===== config.mk =====
export PLATFORM = sky130hd
export DESIGN_NAME = arith_issue_ctrl
export DESIGN_NICKNAME = d
export VERILOG_FILES = /design/src/rtl/arith_issue_ctrl.sv
export SDC_FILE = /design/constraint.sdc
export NUM_CORES = 1
export LEC_CHECK = 0
export CAP_MARGIN = 20
export CORE_MARGIN = 2
export CORE_UTILIZATION = 45
export DETAILED_ROUTE_END_ITERATION = 12
export GPL_TIMING_DRIVEN = 0
export PLACE_DENSITY = 0.68
export RECOVER_POWER = 50
export SYNTH_ARGS = -nofsm -noshare
export SYNTH_HDL_FRONTEND = slang
export SYNTH_SLANG_ARGS = --single-unit

===== constraint.sdc =====
create_clock -name clk -period 3.4 [get_ports clk]
set_input_delay 0.68 -clock clk [delete_from_list [all_inputs] [get_ports clk]]
set_output_delay 0.68 -clock clk [all_outputs]
set_load 0.02 [all_outputs]

===== src/rtl/arith_issue_ctrl.sv =====
// Issue/capture shell around the fixed-latency arithmetic unit: registers operands,
// tracks each op with a tag pipeline and lands tagged results in a credit-protected FWFT FIFO.
module arith_issue_ctrl #(
    parameter int RESULT_LAT = 3,
    parameter int FIFO_DEPTH = 4
) (
    input  logic        clk,
    input  logic        reset,
    input  logic        s_valid,
    output logic        s_ready,
    input  logic [7:0]  s_a,
    input  logic [7:0]  s_b,
    input  logic [1:0]  s_op,
    output logic [7:0]  A,
    output logic [7:0]  B,
    output logic [1:0]  op_select,
    input  logic [15:0] result,
    output logic        m_valid,
    input  logic        m_ready,
    output logic [15:0] m_result,
    output logic [1:0]  m_op,
    output logic        m_err,
    output logic        busy
);

    localparam int PW = (FIFO_DEPTH > 1) ? $clog2(FIFO_DEPTH) : 1;
    localparam int CW = $clog2(FIFO_DEPTH + 1);
    localparam int LW = $clog2(RESULT_LAT + 1);
    localparam int SW = CW + LW;

    typedef struct packed {
        logic       vld;
        logic [1:0] op;
        logic       err;
    } tag_t;

    typedef struct packed {
        logic [15:0] res;
        logic [1:0]  op;
        logic        err;
    } entry_t;

    function automatic logic div_by_zero(input logic [1:0] op, input logic [7:0] b);
        return (op == 2'b11) && (b == 8'd0);
    endfunction

    logic [7:0]    a_q, a_d, b_q, b_d;
    logic [1:0]    op_q, op_d;
    tag_t          tag_q [RESULT_LAT];
    tag_t          tag_d [RESULT_LAT];
    entry_t        mem_q [FIFO_DEPTH];
    entry_t        mem_d [FIFO_DEPTH];
    logic [PW-1:0] wr_ptr_q, wr_ptr_d, rd_ptr_q, rd_ptr_d;
    logic [CW-1:0] count_q, count_d;
    logic [LW-1:0] inflight_d;
    logic          m_valid_q, m_valid_d;
    entry_t        head_q, head_d;
    logic          s_ready_q, s_ready_d;
    logic          busy_q, busy_d;
    logic          accept_s, pop_s, push_s;
    entry_t        new_entry_s;

    // Next-state for issue registers, tag pipeline, FIFO and credit/status flags.
    always_comb begin
        accept_s    = s_valid & s_ready_q;
        pop_s       = m_valid_q & m_ready;
        push_s      = tag_q[RESULT_LAT-1].vld;
        new_entry_s = '{res: result, op: tag_q[RESULT_LAT-1].op, err: tag_q[RESULT_LAT-1].err};

        if (accept_s) begin
            a_d       = s_a;
            b_d       = s_b;
            op_d      = s_op;
            tag_d[0]  = '{vld: 1'b1, op: s_op, err: div_by_zero(s_op, s_b)};
        end else begin
            a_d       = 8'd0;
            b_d       = 8'd0;
            op_d      = 2'b00;
            tag_d[0]  = '0;
        end
        for (int i = 1; i < RESULT_LAT; i++) begin
            tag_d[i] = tag_q[i-1];
        end

        mem_d    = mem_q;
        wr_ptr_d = wr_ptr_q;
        rd_ptr_d = rd_ptr_q;
        if (push_s) begin
            mem_d[wr_ptr_q] = new_entry_s;
            wr_ptr_d        = wr_ptr_q + PW'(1);
        end else begin
            wr_ptr_d        = wr_ptr_q;
        end
        if (pop_s) begin
            rd_ptr_d = rd_ptr_q + PW'(1);
        end else begin
            rd_ptr_d = rd_ptr_q;
        end

        case ({push_s, pop_s})
            2'b10:   count_d = count_q + CW'(1);
            2'b01:   count_d = count_q - CW'(1);
            default: count_d = count_q;
        endcase

        inflight_d = '0;
        for (int i = 0; i < RESULT_LAT; i++) begin
            inflight_d = inflight_d + LW'(tag_d[i].vld);
        end

        // The head may be the entry landing this edge when the FIFO drains to it.
        head_d = head_q;
        if (count_d == '0) begin
            head_d = head_q;
        end else if (push_s && (wr_ptr_q == rd_ptr_d)) begin
            head_d = new_entry_s;
        end else begin
            head_d = mem_q[rd_ptr_d];
        end

        m_valid_d = (count_d != '0);
        s_ready_d = (SW'(count_d) + SW'(inflight_d)) < SW'(FIFO_DEPTH);
        busy_d    = (inflight_d != '0) || (count_d != '0);
    end

    // State update with synchronous reset discarding in-flight ops and FIFO contents.
    always_ff @(posedge clk) begin
        if (reset) begin
            a_q       <= 8'd0;
            b_q       <= 8'd0;
            op_q      <= 2'b00;
            tag_q     <= '{default: '0};
            mem_q     <= '{default: '0};
            wr_ptr_q  <= '0;
            rd_ptr_q  <= '0;
            count_q   <= '0;
            m_valid_q <= 1'b0;
            head_q    <= '0;
            s_ready_q <= 1'b0;
            busy_q    <= 1'b0;
        end else begin
            a_q       <= a_d;
            b_q       <= b_d;
            op_q      <= op_d;
            tag_q     <= tag_d;
            mem_q     <= mem_d;
            wr_ptr_q  <= wr_ptr_d;
            rd_ptr_q  <= rd_ptr_d;
            count_q   <= count_d;
            m_valid_q <= m_valid_d;
            head_q    <= head_d;
            s_ready_q <= s_ready_d;
            busy_q    <= busy_d;
        end
    end

    assign A         = a_q;
    assign B         = b_q;
    assign op_select = op_q;
    assign s_ready   = s_ready_q;
    assign m_valid   = m_valid_q;
    assign m_result  = head_q.res;
    assign m_op      = head_q.op;
    assign m_err     = head_q.err;
    assign busy      = busy_q;

endmodule

# --- After elaboration in Yosys (flattened, before gate mapping) ---
# Cells that the tools add are included.
# Widths: inputs -> output; s select.
classes:
  n_mux: 10
  reduce_logical: 9
  bitwise: 5
  eq_ne: 4
  addsub: 7
  order_cmp: 4
op_table:
  columns: ["op", "n"]
  rows:
  - ["$bwmux 76", 1]
  - ["$mux 19", 4]
  - ["$bmux 19 s2", 1]
  - ["$demux 19 s2", 1]
  - ["$logic_not 8->1", 1]
  - ["$ge 3x3->1 const B", 2]
  - ["$not 2->3", 2]
  - ["$pmux 3 s2", 1]
  - ["$add 2x1->2 const B", 2]
  - ["$add 3x2->4", 1]
  - ["$eq 2x2->1 const B", 2]
  - ["$lt 4x3->1 const B", 1]
  - ["$mux 4", 1]
  - ["$add 3x1->3 const B", 1]
  - ["$logic_and 1x1->1", 3]
  - ["$logic_not 3->1", 1]
  - ["$lt 3x1->1 const B", 1]
  - ["$reduce_bool 3->1", 1]
  - ["$sub 3x1->3 const B", 1]
  - ["$add 1x1->2", 1]
  - ["$add 2x1->2", 1]
  - ["$and 1x1->1", 2]
  - ["$eq 2x1->1 const B", 1]
  - ["$eq 2x2->1", 1]
  - ["5 further kinds", 5]
word_totals:
  word_cells: 71
  out_inout_bits: 40
  register_bits: 133
  input_bits: 38

# --- Longest topological paths before layout ---
# Gate-level depths: netlist of run 1.
logic_depth:
  word_depth: 7
  mapped_depth: 12
  mapped_depth_nobuf: 10

# --- Worst setup path before layout of run 1 ---
# OpenSTA, ideal clock, no wires.
synth_path:
  kind: "input port to flip-flop"
  from: "in m_ready"
  to: "reg head_q, in the netlist m_result[10]"
  required_ns: 3.278
  stages: 12
  path_slack_ns: 0.671
  setup_ns: 0.122
  arrival_time_ns: 2.607
  n_path_buf: 2
  path_cell_list: "nand2_2 inv_2 ha_1 fa_1 nor3b_1 nand2_1 nand2_1 inv_1 and2_1 buf_4 buf_6 a221o_1"
synth_between:
  elab_chain_cells: 7
  word_cells_on_any_way: 13
  classes_between: "eq/ne (3); mux (6); bitwise (2); reduce/logical (2)"
synth_lines:
  columns: ["item", "line_no", "text"]
  rows:
  - ["start: declaration", "19", "input logic m_ready,"]
  - ["$and 1x1->1 *", "66", "pop_s = m_valid_q & m_ready;"]
  - ["$mux 2", "94", "if (pop_s) begin"]
  - ["$not 2->3 (implied by the code)", "118", "head_d = mem_q[rd_ptr_d];"]
  - ["$bmux 19 s2", "118", null]
  - ["$mux 19 (implied by the code) (2 in series)", "118", null]
  - ["$mux 19", "115", "end else if (push_s && (wr_ptr_q == rd_ptr_d)) begin"]
  - ["end signal: assignment", "138", "head_q <= '0;"]
  - ["end signal: assignment", "151", "head_q <= head_d;"]
  - ["end: declaration", "57", "entry_t head_q, head_d;"]
# Mark *: on every way between the ends. The rest lies on a longest branch, timed or not. The select of a mux whose other input is x is not followed.
# A chain may end at the register's enable or synchronous reset.

# --- Final worst setup path of run 1 ---
layout_path:
  from: "in m_ready"
  to: "reg head_q, in the netlist m_result[11]"
# Same word-level chain as after synthesis.

==> reports/metrics.yaml, run 1 <==
via_per_inst: 5.36
grt_pass1_wl_um: 22000
die_area_um2: 12600
worst_slew_pin_slew_ps: 1230
yosysSeqAreaShare_pct: 50.4
synthDistinctLibCells: 42
ys.flop_type: "dfxtp_1"
postRouteAntennaNets: 0
synth_cells: 599
cts_hold_buf: 0
hold_viol: 0
antenna_found_initial: 0
syn_area_per_cell_um2: 8.82
rsz0062_at_grt: "no"
crit_required_ps: 3700
clk_latency_ps: 420
hpwl_um: 9570
post-route-period-util_pct: 93.5
yosysTopAreaCell: "dfxtp_1"
coreArea_um2: 11400
maxCapViolCount: 0
globalRouteTotalUtil_pct: 22.4
numPortBuffers: 76
cpLargestDelayFamily: "buffers and inverters"
drive_gt1_share_pct: 8.04
cp_slowest_cell: "clkdlybuf4s50_1"
routed_wl_um: 13800
antenna_cells: 0
first_global_vias: 4486
crit_path_end_kind: "register"
clock_skew_ps: 7.07
synth_top_area_share_pct: 50.4
cts_sinks: 133
ctsRootBufferMaster: "clkbuf_16"
grt_max_degree: 17
synthesis.nets: 645
slowest_delay_ps: 550
dp.cells: 818
fin_cells: 852
relSlewSlack_pct: 17.4
cts_max_path_buffers: 2
cp.arrival_ps: 3480
crit_path_start_kind: "input pin"
p_per_area_nw_per_um2: 563
fp-row-count: 39
vias: 4563
ys_async_sr_fraction_pct: 0
firstDrtPassIters: 6
maxSlewViolCount: 0
synth_edf_count: 0
cp_common_cell: "nand2_1"
fin_nets: 742
critical_path.cell_chain: "clkdlybuf4s50_1 -> nand2_2 -> inv_2 -> ha_1 -> fa_1 -> nor3b_1 -> nand2_1 -> nand2_1 -> inv_1 -> and2_1 -> buf_4 -> buf_6 -> a221o_1"
whs_ps: 438
htree_num_levels: 4
cts.clk_slew.worst_paths_ps: 60
yosys_warnings: 0
wl_per_cell_um: 16.2
cts_tree: "yes"
status: "complete, no violations"
critPathKind: "input pin to register"
critPathMaxFanout: 10
hold_path_class: "register to register"
drt_iter0_markers: 499
initial_utilization_pct: 46.3
fp.dieW_um: 112
route.detailed.drc: 0
synthTopCellsByArea: "dfxtp_1, nand2_1, a21oi_1"
period_needed_ps: 3180
place_congestion: 0.835
io-pin-count: 78
ys_seq_elements: 133
p_leak_nw: 2.40
synthToLayoutAreaGrowth_pct: 30.9
crit_buf_inv: 5
gr-total-overflow: 0
fmax_ghz: 0.315
die_y_um: 112
ir_worst_vdd_v: 0.000611
power_w: 0.00390
syn_area_um2: 5290
cts_made_buffers: 17
setup_viol: 0
[stage by stage]
stage	setup TNS [ps]	setup WS, ps	instance area [µm²]	util (%)
global route	0	77.7	6920	60.6
global placement	-3290	-310	6220	54.5
finish	0	223	6920	60.6
CTS	0	56.4	6890	60.4
floorplan	0	671	5290	-
detailed placement	-4290	-366	6220	54.5
[placed cells by master (no fill, tap or decap), types with 2 or more instances in the layout]
master             n
inv_1              6
clkdlybuf4s50_1   57
clkbuf_1          27
a221o_1           19
mux2i_1           19
clkbuf_8           5
nor2b_1           11
buf_4              9
bufinv_16          5
buf_2              6
buf_6              2
and2_0            13
a31oi_1            2
nand2_1          160
and2_1            12
clkinv_2           2
nor2_1            11
o21ai_0           18
o221ai_1          18
clkbuf_16         17
dlygate4sd3_1     19
xnor2_1            3
ha_1               6
fa_1               2
nor4_1             3
a21oi_1           82
nor3_1            19
dfxtp_1          133
[cells by family (layout without fill, tap and decap cells)]
logic type,Yosys count,in the layout,share of synthesized area [%]
xor gates and xnor gates,6,6,1.40
adders and majority gates,8,8,2.18
muxes,20,20,3.81
AOI/OAI and AO/OA,145,145,17.6
DFF,133,133,50.4
and+or+nand+nor,237,237,20.0
buffers and inverters,50,160,4.71
[final timing paths]
check,cells past startpoint,from,slack [ps],end
setup / recovery,13,m_ready,220,m_result[11]
hold reg to reg,1,tag_d[1],440,new_entry_s[1]
hold / removal,1,tag_d[1],440,new_entry_s[1]
setup reg to reg,12,m_valid,610,m_result[11]
[flip-flops by register name, indices dropped and copies added (netlist names)]
name	cells
m_valid	1
count_q	3
tag_d	8
wr_ptr_q	2
m_err	1
new_entry_s	3
s_ready	1
m_result	16
push_s	1
A	8
mem_q	76
m_op	2
rd_ptr_q	2
B	8
busy	1
[report_power, final]
part           leakage [nW]  switching [W]  internal [W]
logic                  1.00       0.000141      0.000114
clock network         0.326       0.000656       0.00140
registers              1.07      0.0000110       0.00158
[metal layers]
layer / track usage [%] / part of all wire [%] / vias up
met5: 0 / 0 / -
met4: 8.94 / 1.5 / 0
met3: 7.07 / 8.7 / 20
met1: 27.8 / 42 / 2133
li1: - / - / 2253
met2: 36.6 / 48 / 157
[cells in the mapped netlist, types with 2 or more instances]
library cell / instances
nand2_1: 160
dfxtp_1: 133
a21oi_1: 82
and2_1: 25
clkbuf_1: 25
a221o_1: 19
mux2i_1: 19
nor3_1: 19
o21ai_0: 18
o221ai_1: 18
nor2_1: 11
nor2b_1: 11
buf_2: 7
buf_4: 7
ha_1: 6
inv_1: 6
nor4_1: 3
xnor2_1: 3
a31oi_1: 2
buf_6: 2
fa_1: 2
[final cells by class]
cell class / count / area, µm²
Clock buffer: 24 / 502
Inverter: 7 / 26.3
Clock inverter: 8 / 168
Sequential cell: 133 / 2660
Multi-Input combinational cell: 416 / 2370
Timing Repair Buffer: 79 / 796
Buffer: 42 / 218
Tap cell: 143 / 179
Fill cell: 996 / 4500
[what timing repair did]
| action | 4_1_cts | 5_1_grt |
|---|---|---|
| hold endpoints to repair | 0 | 0 |
| buffers inserted | 0 | 3 |
| endpoints found under the setup margin | 0 | 11 |
| gates resized for setup | 0 | 0 |
Power figures use the tool's default switching activity.
==> inputs of run 2 (changes only) <==
CORE_MARGIN = not set   (was 2)
CTS_CLUSTER_SIZE = 30   (was not set)
==> reports/metrics.yaml, run 2 (synthesized netlist as in run 1, its figures left out) <==
status: "complete, no violations"
p_leak_nw: 2.40  # -0.22%
maxCapViolCount: 0  # unchanged
seq_power_share_pct: 41.9  # +1.1 points
ir_worst_vdd_v: 0.000527  # -14%
hpwl_um: 9570  # about the same
postRouteAntennaNets: 0  # unchanged
setup_viol: 0  # unchanged
synthToLayoutAreaGrowth_pct: 30.1
relSlewSlack_pct: 19.9  # +2.5 points
drive_gt1_share_pct: 7.77  # -0.27 points
die_y_um: 110  # -1.8%
routed_wl_um: 13900  # +0.86%
vias: 4571  # +0.18%
fp-row-count: 39  # unchanged
p_comb_share_pct: 6.7  # about the same
crit_path_end_kind: "register"
utilization_pct: 60.2  # -0.41 points
switching_share_pct: 20.9  # +0.19 points
critPathKind: "input pin to register"
crit_required_ps: 3700  # about the same
nFillCells: 1012  # +1.6%
fin_cells: 851  # -0.12%
ctsRootBufferMaster: "clkbuf_16"
grt_pass1_wl_um: 22000  # -0.16%
power_w: 0.00380  # -2.6%
final_cell_mix: "nand2_1, dfxtp_1, a21oi_1, clkdlybuf4s50_1, clkbuf_1"
gr-total-overflow: 0  # unchanged
worst_slew_pin_slew_ps: 1190  # -36.5 ps
largest_register: "mem_q"
cts_sinks: 133  # unchanged
dp.cells: 818  # unchanged
fmax_ghz: 0.313  # -0.63%
htree_num_levels: 4  # unchanged
rsz0062_at_grt: "no"
grt_max_degree: 17  # unchanged
via_per_inst: 5.37  # +0.29%
cts_max_path_buffers: 2  # unchanged
period_needed_ps: 3200  # +20.3 ps
clk_latency_ps: 410  # about the same
p_switching_w: 0.000794  # -1.7%
cts_setup_buffers: 0  # unchanged
io-pin-count: 78  # unchanged
numPortBuffers: 76  # unchanged
power_frac_clock_pct: 51.4  # -1.2 points
final_common_cell: "nand2_1"
route.detailed.drc: 0  # unchanged
clock_skew_ps: 5.98  # -1.09 ps
first_global_vias: 4530  # +0.98%
antenna_found_initial: 0  # unchanged
place_congestion: 0.805  # -3.6%
antenna_cells: 0  # unchanged
hold_viol: 0  # unchanged
coreArea_um2: 11400  # unchanged
fp.dieW_um: 110  # -1.8%
critPathMaxFanout: 10  # unchanged
largest_reg_flops: 76  # unchanged
intPower_w: 0.00300  # -2.8%
p_per_area_nw_per_um2: 553  # -1.9%
maxSlewViolCount: 0  # unchanged
min-delay-start: "tag_d[4]"
fin_nets: 741  # -0.13%
initial_utilization_pct: 46.3  # unchanged
die_area_um2: 12200  # -3.5%
cts_made_buffers: 17  # unchanged
globalRouteTotalUtil_pct: 24.5  # +2.1 points
cp.arrival_ps: 3490  # about the same
firstDrtPassIters: 5  # -1
crit_path_start_kind: "input pin"
cts_tree: "yes"
reg2reg_from: "m_valid"
drt_iter0_markers: 299  # -40%
wl_per_cell_um: 16.4  # +0.98%
crit_start: "m_ready"
postCtsResizedCells: 0  # unchanged
hold_path_class: "register to register"
cts.clk_slew.worst_paths_ps: 50  # about the same
post-route-period-util_pct: 94.1  # +0.60 points
cts_hold_buf: 0  # unchanged
run 2: area by class of cell:
cell class | instances | area, µm² | share of cell area, %
Buffer | 42 | 218 | 3.17
Clock buffer | 21 | 450 | 6.55
Clock inverter | 11 | 180 | 2.62
Inverter | 7 | 26.3 | 0.382
Multi-Input combinational cell | 416 | 2370 | 34.5
Sequential cell | 133 | 2660 | 38.7
Tap cell | 143 | 179 | 2.60
Timing Repair Buffer | 78 | 788 | 11.5
run 2: power by group through the flow:
stage,Combinational (W),Clock [W],Sequential (W)
finish,0.000256,0.00195,0.00159
floorplan,0.000107,0,0.00164
CTS,0.000251,0.00198,0.00159
detailed placement,0.000249,0,0.00162
global route,0.000275,0.00206,0.00159
global placement,0.000246,0,0.00162
run 2: path summary, 6_finish.rpt:
| path | depth (start not counted) | endpoint | slack (ps) |
|---|---|---|---|
| worst max-delay path | 13 | m_result[13] | 200 |
| worst min-delay path | 1 | tag_d[0] | 440 |
| worst max register to register | 12 | m_result[13] | 590 |
| worst min register to register | 1 | tag_d[0] | 440 |
run 2: critical path: stages:
cell	delay, ps
clkdlybuf4s50_1	560
nand2_2	110
inv_2	110
ha_1	260
fa_1	480
nor3b_1	270
nand2_1	80
nand2_1	110
inv_1	60
and2_1	140
buf_4	170
buf_6	160
a221o_1	290
run 2: metal layers:
layer / up-vias / GRT usage [%] / wire length, µm
met5: - / 0 / 0
met4: 0 / 9.77 / 206
met3: 20 / 8.94 / 1240
met2: 162 / 40.5 / 6640
met1: 2130 / 28.9 / 5850
li1: 2259 / - / -
run 2: stage by stage:
step           hold slack [ps]  setup slack [ps]  TNS (ps)  instance area [µm²]
2_1_floorplan              414               671         0                 5290
3_3_place_gp               425              -296     -3040                 6220
3_5_place_dp               424              -396     -4870                 6220
4_1_cts                    437              37.6         0                 6860
5_1_grt                    455               108         0                 6870
6_report                   439               202         0                 6870
